===== config.mk =====
export PLATFORM = sky130hd
export DESIGN_NAME = seg_scan_decoder
export DESIGN_NICKNAME = d
export VERILOG_FILES = /design/src/rtl/seg_scan_pkg.sv /design/src/rtl/seg7_pattern_decode.sv /design/src/rtl/seg_scan_decoder.sv
export SDC_FILE = /design/constraint.sdc
export NUM_CORES = 1
export LEC_CHECK = 0
export CORE_MARGIN = 2
export CORE_UTILIZATION = 54
export CTS_CLUSTER_DIAMETER = 80
export DETAILED_ROUTE_END_ITERATION = 10
export PLACE_DENSITY = 0.78
export SETUP_SLACK_MARGIN = 0.3
export SLEW_MARGIN = 20
export SYNTH_ARGS = -nofsm -noshare
export SYNTH_HDL_FRONTEND = slang
export SYNTH_SLANG_ARGS = --single-unit

===== constraint.sdc =====
create_clock -name clk -period 3.3 [get_ports clk]
set_input_delay 0.66 -clock clk [delete_from_list [all_inputs] [get_ports clk]]
set_output_delay 0.66 -clock clk [all_outputs]
set_load 0.02 [all_outputs]

===== src/rtl/seg_scan_pkg.sv =====
// Shared constants and types for the multiplexed seven-segment scan decoder:
// active-low segment patterns (bit6=a .. bit0=g), digit count and FSM state type.
package seg_scan_pkg;

    localparam int NUM_DIGITS = 4;

    localparam logic [6:0] SEG_0 = 7'b0000001;
    localparam logic [6:0] SEG_1 = 7'b1001111;
    localparam logic [6:0] SEG_2 = 7'b0010010;
    localparam logic [6:0] SEG_3 = 7'b0000110;
    localparam logic [6:0] SEG_4 = 7'b1001100;
    localparam logic [6:0] SEG_5 = 7'b0100100;
    localparam logic [6:0] SEG_6 = 7'b0100000;
    localparam logic [6:0] SEG_7 = 7'b0001111;
    localparam logic [6:0] SEG_8 = 7'b0000000;
    localparam logic [6:0] SEG_9 = 7'b0000100;

    typedef enum logic {
        SETTLE = 1'b0,
        HOLD   = 1'b1
    } state_t;

    // Number of active (low) digit enables.
    function automatic logic [2:0] count_low(input logic [3:0] an_v);
        logic [2:0] cnt;
        cnt = 3'd0;
        for (int i = 0; i < NUM_DIGITS; i++) begin
            cnt = cnt + {2'b00, ~an_v[i]};
        end
        return cnt;
    endfunction

endpackage


===== src/rtl/seg7_pattern_decode.sv =====
// Combinational active-low seven-segment pattern to BCD decoder; unknown
// patterns yield 4'hF with o_invalid set.
module seg7_pattern_decode
    import seg_scan_pkg::*;
(
    input  logic [6:0] i_pattern,
    output logic [3:0] o_value,
    output logic       o_invalid
);

    // Pattern lookup
    always_comb begin
        o_value   = 4'hF;
        o_invalid = 1'b0;
        case (i_pattern)
            SEG_0:   o_value = 4'd0;
            SEG_1:   o_value = 4'd1;
            SEG_2:   o_value = 4'd2;
            SEG_3:   o_value = 4'd3;
            SEG_4:   o_value = 4'd4;
            SEG_5:   o_value = 4'd5;
            SEG_6:   o_value = 4'd6;
            SEG_7:   o_value = 4'd7;
            SEG_8:   o_value = 4'd8;
            SEG_9:   o_value = 4'd9;
            default: begin
                o_value   = 4'hF;
                o_invalid = 1'b1;
            end
        endcase
    end

endmodule


===== src/rtl/seg_scan_decoder.sv =====
// Recovers a four-digit MM:SS frame from a scanned seven-segment display bus.
// Optional time-format check enabled by defining SEG_SCAN_RANGE_CHECK_EN.
module seg_scan_decoder
    import seg_scan_pkg::*;
#(
    parameter int STABLE_CNT = 4
) (
    input  logic        clk,
    input  logic        clr_n,
    input  logic [3:0]  an,
    input  logic [6:0]  a_to_g,
    output logic [15:0] digits,
    output logic        frame_valid,
    output logic        seg_err,
    output logic        an_err,
    output logic        range_err
);

    localparam int              CW       = $clog2(STABLE_CNT + 1);
    localparam logic [CW-1:0]   CNT_MAX  = CW'(STABLE_CNT);
    localparam logic [CW-1:0]   CNT_ONE  = CW'(1);

    state_t        r_state;
    logic [10:0]   r_prev;
    logic [CW-1:0] r_cnt;
    logic [15:0]   r_slots;
    logic [3:0]    r_seen;
    logic          r_acc;
    logic [15:0]   r_digits;
    logic          r_fv;
    logic          r_seg_err;
    logic          r_an_err;
    logic          r_range_err;

    logic [3:0]    w_value;
    logic          w_invalid;
    logic          w_changed;
    logic [CW-1:0] w_cnt_next;
    logic          w_capture;
    logic [2:0]    w_low_cnt;
    logic          w_frame_done;
    logic [3:0]    w_seen_base;
    logic          w_acc_base;
    logic          w_range_bad;

    seg7_pattern_decode u_decode (
        .i_pattern (a_to_g),
        .o_value   (w_value),
        .o_invalid (w_invalid)
    );

    assign w_changed    = ({an, a_to_g} != r_prev);
    assign w_low_cnt    = count_low(an);
    assign w_frame_done = (r_seen == 4'hF);

    // Saturating stability counter and capture strobe; a change from HOLD can
    // capture directly only when a single stable cycle suffices.
    always_comb begin
        w_cnt_next = r_cnt;
        if (w_changed) begin
            w_cnt_next = CNT_ONE;
        end else if (r_cnt == CNT_MAX) begin
            w_cnt_next = r_cnt;
        end else begin
            w_cnt_next = r_cnt + CNT_ONE;
        end
        w_capture   = (w_cnt_next == CNT_MAX) && ((r_state == SETTLE) || w_changed);
        w_seen_base = w_frame_done ? 4'h0 : r_seen;
        w_acc_base  = w_frame_done ? 1'b0 : r_acc;
    end

`ifdef SEG_SCAN_RANGE_CHECK_EN
    // Tens digits of minutes and seconds must be 0..5; no digit may be invalid.
    always_comb begin
        w_range_bad = (r_slots[7:4] > 4'd5) || (r_slots[15:12] > 4'd5);
        for (int k = 0; k < NUM_DIGITS; k++) begin
            if (r_slots[4*k +: 4] == 4'hF) begin
                w_range_bad = 1'b1;
            end else begin
                w_range_bad = w_range_bad;
            end
        end
    end
`else
    assign w_range_bad = 1'b0;
`endif

    // FSM, slot capture and frame publication
    always_ff @(posedge clk or negedge clr_n) begin
        if (!clr_n) begin
            r_state     <= SETTLE;
            r_prev      <= 11'd0;
            r_cnt       <= '0;
            r_slots     <= 16'h0000;
            r_seen      <= 4'h0;
            r_acc       <= 1'b0;
            r_digits    <= 16'h0000;
            r_fv        <= 1'b0;
            r_seg_err   <= 1'b0;
            r_an_err    <= 1'b0;
            r_range_err <= 1'b0;
        end else begin
            r_prev <= {an, a_to_g};
            r_cnt  <= w_cnt_next;

            case (r_state)
                SETTLE:  r_state <= w_capture ? HOLD : SETTLE;
                HOLD:    r_state <= (w_changed && !w_capture) ? SETTLE : HOLD;
                default: r_state <= SETTLE;
            endcase

            if (w_capture && (w_low_cnt == 3'd1)) begin
                for (int k = 0; k < NUM_DIGITS; k++) begin
                    if (!an[k]) begin
                        r_slots[4*k +: 4] <= w_value;
                    end
                end
                r_seen <= w_seen_base | ~an;
                r_acc  <= w_acc_base | w_invalid;
            end else begin
                r_seen <= w_seen_base;
                r_acc  <= w_acc_base;
            end

            if (w_capture && (w_low_cnt >= 3'd2)) begin
                r_an_err <= 1'b1;
            end

            r_fv <= w_frame_done;
            if (w_frame_done) begin
                r_digits    <= r_slots;
                r_seg_err   <= r_acc;
                r_range_err <= w_range_bad;
            end
        end
    end

    assign digits      = r_digits;
    assign frame_valid = r_fv;
    assign seg_err     = r_seg_err;
    assign an_err      = r_an_err;
    assign range_err   = r_range_err;

endmodule


# Word level (Yosys, flattened, before mapping)
# Cells that the tools add are included.
# word_totals
regBits,55
latchBits,0
ram_bits,0
rom_bits,0
in_bits,13
output_inout_bits,20
elab_cells,63
n_memories,0
# classes
add_sub_neg,4
multipliers,0
n_div,0
n_lt_le_gt_ge,1
eq_ne,14
n_shift,0
mux,11
n_bitwise,8
n_reduce_logical,12
# op_table
operator,n
$pmux 4 s10,1
$eq 7x3->1 const B,2
$eq 7x6->1 const B,2
$eq 7x7->1 const B,2
$ne 11x11->1,1
$reduce_or 10->1,1
$mux 4,2
$reduce_and 2->1,4
$eq 7x1->1 const B,1
$eq 7x4->1 const B,1
$eq 7x5->1 const B,1
$logic_not 7->1,1
$eq 3x3->1 const B,2
$mux 3,2
$mux 1,5
$not 1->1,5
$eq 4x4->1 const B,1
$logic_and 1x1->1,4
$not 4->4,1
$or 4x4->4,1
$add 2x1->3,1
$add 3x1->3,1
$add 3x1->3 const B,1
$eq 3x1->1 const B,1
6 further kinds,6

# Depth between registers and ports, before layout
# Gate-level depths: netlist of run 1.
# depth
ltp_word,9
mapped_depth,10
ltp_nobuf,10

# Modules after synthesis
# Synthesis of run 1 repeated with hierarchy kept, for this count alone.
# unflattened
cells_unflattened,219
hier_area_um2,2411.1
# modules_own_cells
module,n_inst,cells_per_inst,area_each_um2,seq_area_each_um2
seg_scan_decoder,1,190,2212.1,1376.3
seg7_pattern_decode,1,29,198.9,0.0

# Worst setup path after synthesis of run 1
# Ideal clock, no wire load.
# synth_path
path_kind,input-to-reg
start,input an[0]
end,register r_slots[12]
setup_ns,0.125
arrival_ns,2.786
required_ns,3.175
path_slack_ns,0.390
cell_stages,10
path_buffers,0
cell_sequence,fa_1 -> inv_1 -> ha_1 -> inv_1 -> ha_1 -> nor2_1 -> nand2_1 -> or4_1 -> nor2_2 -> mux2_2
# synth_via
elab_chain_cells,7
word_cells_on_any_way,12
cone_classes,add/sub (3); eq/ne (3); mux (1); bitwise (1); reduce/logical (4)
# synth_rtl
element,line,source
start: declaration,seg_scan_decoder.sv:10,"input logic [3:0] an,"
$not 1->1 (no line),--,
$add 1x1->2,seg_scan_pkg.sv:28,"cnt = cnt + {2'b00, ~an_v[i]};"
$add 2x1->3,seg_scan_pkg.sv:28,
$add 3x1->3,seg_scan_pkg.sv:28,
$eq 3x1->1,seg_scan_decoder.sv:112,if (w_capture && (w_low_cnt == 3'd1)) begin
$logic_and 1x1->1 (*),seg_scan_decoder.sv:112,
$reduce_and 2->1 (no line) (*),--,
end signal: indexed assignment,seg_scan_decoder.sv:115,r_slots[4*k +: 4] <= w_value;
end: declaration,seg_scan_decoder.sv:26,logic [15:0] r_slots;
# Mark *: on every way between the ends. The rest lies on a longest branch, timed or not.
# A chain may end at the register's enable or synchronous reset.

# Worst setup path after layout of run 1
# layout_path
start,input an[0]
end,register r_slots[8]
# Same word-level chain as after synthesis.

==> out/results.env, run 1 <==
FIRST_ITER_VIOLATIONS=98
LEAKAGEPOWER_nW=1.50
CP_MAX_FO=5
TRITONCTS='done'
RUN_STATUS='complete, no violations'
LAYOUT_COMMON_CELLS='sky130_fd_sc_hd__dfrtp_1 (55), sky130_fd_sc_hd__nand2_1 (51), sky130_fd_sc_hd__clkdlybuf4s50_1 (27)'
COMBPWRFRAC_PCT=9.6
SETUP_VIOLATIONS=0
SYNTH_CELL_TYPE_COUNT=45
CTS_NUM_SINKS=55
MAPPEDNETLISTNETS=249
MIN-DELAY-PATH-CLASS='input pin to async pin'
DRT_PASS1_ITERATIONS=4
SYNTH_SEQ_CELLS=55
SW_FRAC_OF_TOTAL_PCT=24.7
TIGHTESTPINTRANSITION_NS=0.827
CRIT_PATH_CELL_TRACE='dlygate4sd2_1, fa_1, inv_1, ha_2, inv_1, ha_4, nor2_2, nand2_2, or4_4, nor2_4, mux2_4'
MAX-CLOCK-PATH-BUFFERS=2
DETAILEDPLACEMENTHPWL_UM=3440
HOLD_VIOL=0
CAP_VIOLATIONS=0
POST_LAYOUT_MINIMUM_CYCLE_TIME_NS=2.92
CRITICAL_PATH_ARRIVAL_NS=3.12
CORE_UM2=4410
FMAXACHIEVABLE_MHz=343
WORST_SETUP_PATH_START_KIND='input pin'
CLOCK_SKEW_NS=0.00690
SYN_AREA_PER_CELL_UM2=10.9
FLOORPLAN.INITIALDENSITY_PCT=56.9
SHARE_OF_POST_ROUTE_CELLS_WITH_DRIVE_STRENGTH_ABOVE_1_PCT=17.2
CTS-HOLD-FIX-BUFFERS=0
NUM-FILL-CELLS=338
ANTENNA_VIOLATIONS_BEFORE_REPAIR=0
LAYOUT_COMMONEST_CELL='sky130_fd_sc_hd__dfrtp_1'
PLACER_S_FINAL_ROUTABILITY_CONGESTION_ESTIMATE=0.810
ANTENNA-DIODE-COUNT=0
SEQ_AREA_FRAC_SYNTH_PCT=54.8
DR_TOTAL_VIAS=1775
POST_SYNTH_INST_COUNT=230
POWER_FRAC_SEQ_PCT=58.9
AREA_DELTA_SYNTH_FINAL_PCT=23.0
FIN_NETS=291
POST_SYNTH_INSTANCE_AREA_UM2=2510
INSTANCE_AREA_AFTER_PLACEMENT_UM2=2940
INTERNAL_POWER_mW=0.873
FINAL_WORST_PATH_CYCLE_SHARE_PCT=88.4
IRDROPWORSTVDD_V=0.000262
CRIT_TYPE='input pin to register'
OVERFLOW=0
GRT_PASS1_VIAS=1724
CTS_INSERTED_BUFFERS=5
CTS.REPORTEDPATHS.CLKPINSLEW_NS=0.09
P_SWITCHING_mW=0.287
H_TREE_LVLS=2
POWER.CLOCK.FRACTION_PCT=31.5
UNREPAIRED_SETUP_ENDPOINTS_AFTER_GLOBAL_ROUTING='no'
GRT_PASS1_WL_UM=8260
CP_SLOWEST_STAGE_DELAY_NS=0.53
ROOT_BUFFER='sky130_fd_sc_hd__clkbuf_8'
CLKLATENCYLATEPIN_NS=0.31
FLOORPLAN.DIE.WIDTH_UM=72.2
ROUTED_WIRE_LENGTH_PER_INSTANCE_UM=15.2
GRT_UTIL_ALL_LAYERS_PCT=20.8
FLOORPLAN.IO_PINS=33
EDFF_COUNT_SYNTH=0
CTS.REPAIR_TIMING.SETUP_BUFFER_COUNT=0
CP.REQUIRED_NS=3.50
POST-ROUTE-UTIL_PCT=70.0
ROWS=24
CRITICAL_PATH.N_BUFFERS_INVERTERS=3
WIRELENGTH_UM=4950
VIAS_PER_CELL=5.46
PLACEMENT.IO_BUFFERS=31
SYNTHFLOPTYPE='sky130_fd_sc_hd__dfrtp_1'
DIEAREA_UM2=5210
REGTOREGSETUPSLACK_NS=0.77
DIE_H_UM=72.2
CRIT_SLOWEST_CELL='sky130_fd_sc_hd__fa_1'
CRITICAL-PATH-TOP-DELAY-FAMILY='adder cells'
CRITPATHCAPTURETYPE='register'
DRT.ANTENNA.VIOLATING_NETS=0
YS.WARNINGS.COUNT=0
GRT_START_MAX_NET_PINS=39
SLEW-LIMIT-HEADROOM_PCT=44.5
ASYNC_RESET_FF_SHARE_PCT=100
POST-ROUTE-CELL-AREA_UM2=3090
TIMING_MAX_TRANSITION_VIOLATIONS_FINAL=0
POWER-PER-CELL-AREA_nW_PER_UM2=376
REMAINING_DRC_ERRORS=0
CRIT_TOP_CELL='sky130_fd_sc_hd__inv_1'
## state kept, by name (all words and copies together), names as in the netlist
register,flops
r_state,1
r_acc,1
seg_err,1
r_prev,11
digits,16
r_seen,4
r_slots,16
frame_valid,1
r_cnt,3
an_err,1
## synth_stat cells (4+ instances only)
cell type	instances	share of area, %
sky130_fd_sc_hd__dfrtp_1	55	55
sky130_fd_sc_hd__nor2_1	8	1.2
sky130_fd_sc_hd__a21o_1	5	1.5
sky130_fd_sc_hd__mux2_1	4	1.8
sky130_fd_sc_hd__ha_1	5	2.5
sky130_fd_sc_hd__clkbuf_1	4	0.60
sky130_fd_sc_hd__mux2_2	8	3.6
sky130_fd_sc_hd__inv_1	12	1.8
sky130_fd_sc_hd__nand2_1	52	7.8
sky130_fd_sc_hd__a21oi_1	4	0.80
sky130_fd_sc_hd__mux2i_1	4	1.6
sky130_fd_sc_hd__xor2_1	11	3.8
sky130_fd_sc_hd__nor2_2	4	1.0
sky130_fd_sc_hd__o21ai_0	4	0.80
sky130_fd_sc_hd__nor3_1	4	0.80
sky130_fd_sc_hd__or4_1	4	1.2
## stage by stage
| stage | hold slack [ns] | cells | setup slack [ns] | total power [mW] | setup TNS, ns |
|---|---|---|---|---|---|
| after floorplan | 0.364 | 230 | 0.390 | 0.749 | 0 |
| after global placement | 0.450 | 317 | -0.145 | 0.798 | -1.84 |
| after detailed placement | 0.453 | 317 | -0.217 | 0.801 | -3.00 |
| after CTS | 0.461 | 325 | 0.342 | 1.17 | 0 |
| after global routing | 0.496 | 325 | 0.316 | 1.20 | 0 |
| final | 0.436 | 325 | 0.383 | 1.16 | 0 |
## final timing paths
| check | endpoint | start | cells after the start |
|---|---|---|---|
| min in group clk | digits[0] | r_slots[0] | 2 |
| setup reg to reg | r_slots[8] | r_cnt[0] | 7 |
| hold / removal | r_prev[3] | clr_n | 1 |
| hold reg to reg | digits[0] | r_slots[0] | 2 |
| max in group asynchronous | r_slots[1] | clr_n | 2 |
| setup / recovery | r_slots[8] | an[0] | 11 |
## what timing repair did
item / in CTS / in global routing
endpoints found under the setup margin: 18 / 15
gates resized for setup: 11 / 8
pin swaps: 3 / 4
## layout make-up
cell class | count | area (um^2) | share of cell area, %
Timing Repair Buffer | 44 | 403 | 13.0
Sequential cell | 55 | 1380 | 44.6
Multi-Input combinational cell | 154 | 1110 | 36.1
Clock inverter | 2 | 12.5 | 0.405
Inverter | 12 | 45.0 | 1.46
Tap cell | 52 | 65.1 | 2.11
Clock buffer | 6 | 72.6 | 2.35
## metal layers
layer,routed length (um),GRT usage (%),vias to the layer above,share of wire (%)
met2,2380,33.2,48,48
met1,2230,27.8,861,45
met4,111,9.43,0,2.2
met3,226,4.03,12,4.6
met5,0,0,-,0
li1,-,-,854,-
## power groups by stage
stage / logic [mW] / registers (mW) / clock network (mW)
after floorplan: 0.0530 / 0.696 / 0
after global placement: 0.102 / 0.696 / 0
after detailed placement: 0.104 / 0.697 / 0
after CTS: 0.106 / 0.683 / 0.376
after global routing: 0.123 / 0.684 / 0.396
final: 0.112 / 0.683 / 0.365
## cell families (layout without fill, tap and decap cells)
kind of cell / count (synthesis) / in the layout / share of synthesized area [%]
mux: 16 / 16 / 6.98
xor+xnor: 13 / 13 / 4.53
other cells: 1 / 1 / 0.149
compound gates: 25 / 25 / 6.88
flops: 55 / 55 / 54.8
fa+ha+maj: 6 / 6 / 3.29
buf+inv: 21 / 64 / 3.44
simple gates: 93 / 93 / 19.9
Note: power is estimated with default switching activity, not from simulation.
==> inputs of run 2 (changes only) <==
- TNS_END_PERCENT: unset -> 10
==> results of run 2 <==
Final layout, timing and power as in run 1 (identical DEF).
==> inputs of run 3 (changes only) <==
- CORE_UTILIZATION: 54 -> 58
- PLACE_DENSITY: 0.78 -> 0.83
- clock period: 3.3 -> 3.7 ns (I/O delays scaled with it)
==> run 3 against run 2 <==
Against the previous run: via count is 1.8% lower; hold slack got worse by 0.017 ns; utilization grew 4.8 points; die area shrank 6.5%; first-iteration DRC count up 4.1%; non-clock buffer count shrank 4; power decreased by 0.17%; sequential power fell by 11%; clock skew barely moved; sequential share of layout area up 0.47 points; flip-flop and latch count unchanged.
==> out/results.env, run 3 (synthesis results as in run 1) <==
CLKLATENCYLATEPIN_NS=0.31
DIE_H_UM=69.8
FLOORPLAN.IO_PINS=33
DESIGN_POWER_TOTAL_mW=1.16
UNREPAIRED_SETUP_ENDPOINTS_AFTER_GLOBAL_ROUTING='yes'
DR_TOTAL_VIAS=1743
ROWS=23
FIN_NETS=287
TRITONCTS='done'
TIMING_MAX_TRANSITION_VIOLATIONS_FINAL=0
CP-STARTPOINT='an[1]'
SETUP_VIOLATIONS=0
DIEAREA_UM2=4870
NUM-FILL-CELLS=287
DETAILEDPLACEMENTHPWL_UM=3350
CP_MAX_FO=5
MIN-DELAY-PATH-CLASS='input pin to async pin'
AREA_DELTA_SYNTH_FINAL_PCT=21.7
FIRST_ITER_VIOLATIONS=102
IRDROPWORSTVDD_V=0.000281
WIRELENGTH_UM=4810
POWER-PER-CELL-AREA_nW_PER_UM2=379
ANTENNA-DIODE-COUNT=0
GRT_START_MAX_NET_PINS=30
VIAS_PER_CELL=5.46
CTS.REPORTEDPATHS.CLKPINSLEW_NS=0.09
CTS_INSERTED_BUFFERS=5
CTS_NUM_SINKS=55
FLOORPLAN.DIE.WIDTH_UM=69.8
WORST_R2R_STARTPOINT='r_cnt[0]'
LAYOUT_COMMON_CELLS='sky130_fd_sc_hd__dfrtp_1 (55), sky130_fd_sc_hd__nand2_1 (52), sky130_fd_sc_hd__clkdlybuf4s50_1 (30)'
DRT.ANTENNA.VIOLATING_NETS=0
REMAINING_DRC_ERRORS=0
FLOORPLAN.INITIALDENSITY_PCT=61.5
WORST_SETUP_PATH_START_KIND='input pin'
PLACEMENT.IO_BUFFERS=31
CAP_VIOLATIONS=0
GRT_PASS1_WL_UM=8020
PLACER_S_FINAL_ROUTABILITY_CONGESTION_ESTIMATE=0.781
OVERFLOW=0
ANTENNA_VIOLATIONS_BEFORE_REPAIR=0
TIGHTESTPINTRANSITION_NS=0.747
H_TREE_LVLS=2
SLEW-LIMIT-HEADROOM_PCT=49.9
GRT_UTIL_ALL_LAYERS_PCT=21.1
HOLD_VIOL=0
ROOT_BUFFER='sky130_fd_sc_hd__clkbuf_8'
CRITPATHCAPTURETYPE='register'
DRT_PASS1_ITERATIONS=4
CLOCK_SKEW_NS=0.00714
CP.REQUIRED_NS=3.90
FINAL_WORST_PATH_CYCLE_SHARE_PCT=89.6
FINAL.SETUP.TNS_NS=0
RUN_STATUS='complete, no violations'
POST-ROUTE-UTIL_PCT=74.8
CRIT_TYPE='input pin to register'
LEAKAGEPOWER_nW=1.49
GRT_PASS1_VIAS=1685
FMAXACHIEVABLE_MHz=302
ROUTED_WIRE_LENGTH_PER_INSTANCE_UM=15.1
CRITICAL_PATH_ARRIVAL_NS=3.52
POST_LAYOUT_MINIMUM_CYCLE_TIME_NS=3.31
SHARE_OF_POST_ROUTE_CELLS_WITH_DRIVE_STRENGTH_ABOVE_1_PCT=13.4
MAX-CLOCK-PATH-BUFFERS=2
CORE_UM2=4090
LAYOUT_COMMONEST_CELL='sky130_fd_sc_hd__dfrtp_1'
-- run 3: repair_timing --
action	CTS	global route
resized for setup	0	4
hold buffers	0	0
setup endpoints to repair	0	10
buffers inserted	0	0
-- run 3: worst max-delay path, stage by stage --
cell and delay [ns]:
sky130_fd_sc_hd__clkdlybuf4s50_1 0.53, sky130_fd_sc_hd__fa_1 0.44, sky130_fd_sc_hd__inv_1 0.07, sky130_fd_sc_hd__ha_1 0.16, sky130_fd_sc_hd__inv_1 0.05, sky130_fd_sc_hd__ha_1 0.28, sky130_fd_sc_hd__nor2_1 0.11, sky130_fd_sc_hd__nand2_1 0.14
sky130_fd_sc_hd__or4_1 0.50, sky130_fd_sc_hd__nor2_4 0.16, sky130_fd_sc_hd__mux2_2 0.35
-- run 3: power breakdown --
part / switching (mW) / internal (mW)
Combinational: 0.0560 / 0.0337
Sequential: 0.00287 / 0.607
Clock: 0.189 / 0.270
-- run 3: through the flow --
step,cells,hold WS [ns],instance area [um^2],setup WS (ns)
3_3_place_gp,311,0.456,2910,0.188
3_5_place_dp,311,0.456,2910,0.0905
2_1_floorplan,230,0.432,2510,0.710
5_1_grt,319,0.456,3060,0.252
4_1_cts,319,0.431,3040,0.382
6_report,319,0.419,3060,0.385
-- run 3: final timing paths --
check,cells past startpoint,end,slack [ns]
min in group clk,2,digits[14],0.48
worst min register to register,2,digits[14],0.48
max in group asynchronous,2,r_prev[8],2.51
worst max register to register,7,r_slots[3],1.19
worst min-delay path,1,r_cnt[2],0.42
worst max-delay path,11,r_slots[3],0.39
-- run 3: routing by layer --
metal	global-route usage [%]	wire [um]	part of all wire (%)
met2	33.7	2290	48
met3	4.36	171	3.6
met4	6.84	89	1.9
met1	29.0	2260	47
met5	0	0	0
-- run 3: area by class of cell --
| type | count | area (um^2) | share of cell area (%) |
|---|---|---|---|
| clock inverters | 2 | 60.1 | 1.96 |
| multi-input cells | 154 | 1070 | 34.9 |
| inverters | 12 | 45.0 | 1.47 |
| flip-flops and latches | 55 | 1380 | 45.0 |
| clock buffers | 6 | 72.6 | 2.37 |
| well taps | 50 | 62.6 | 2.05 |
| repair buffers | 40 | 373 | 12.2 |
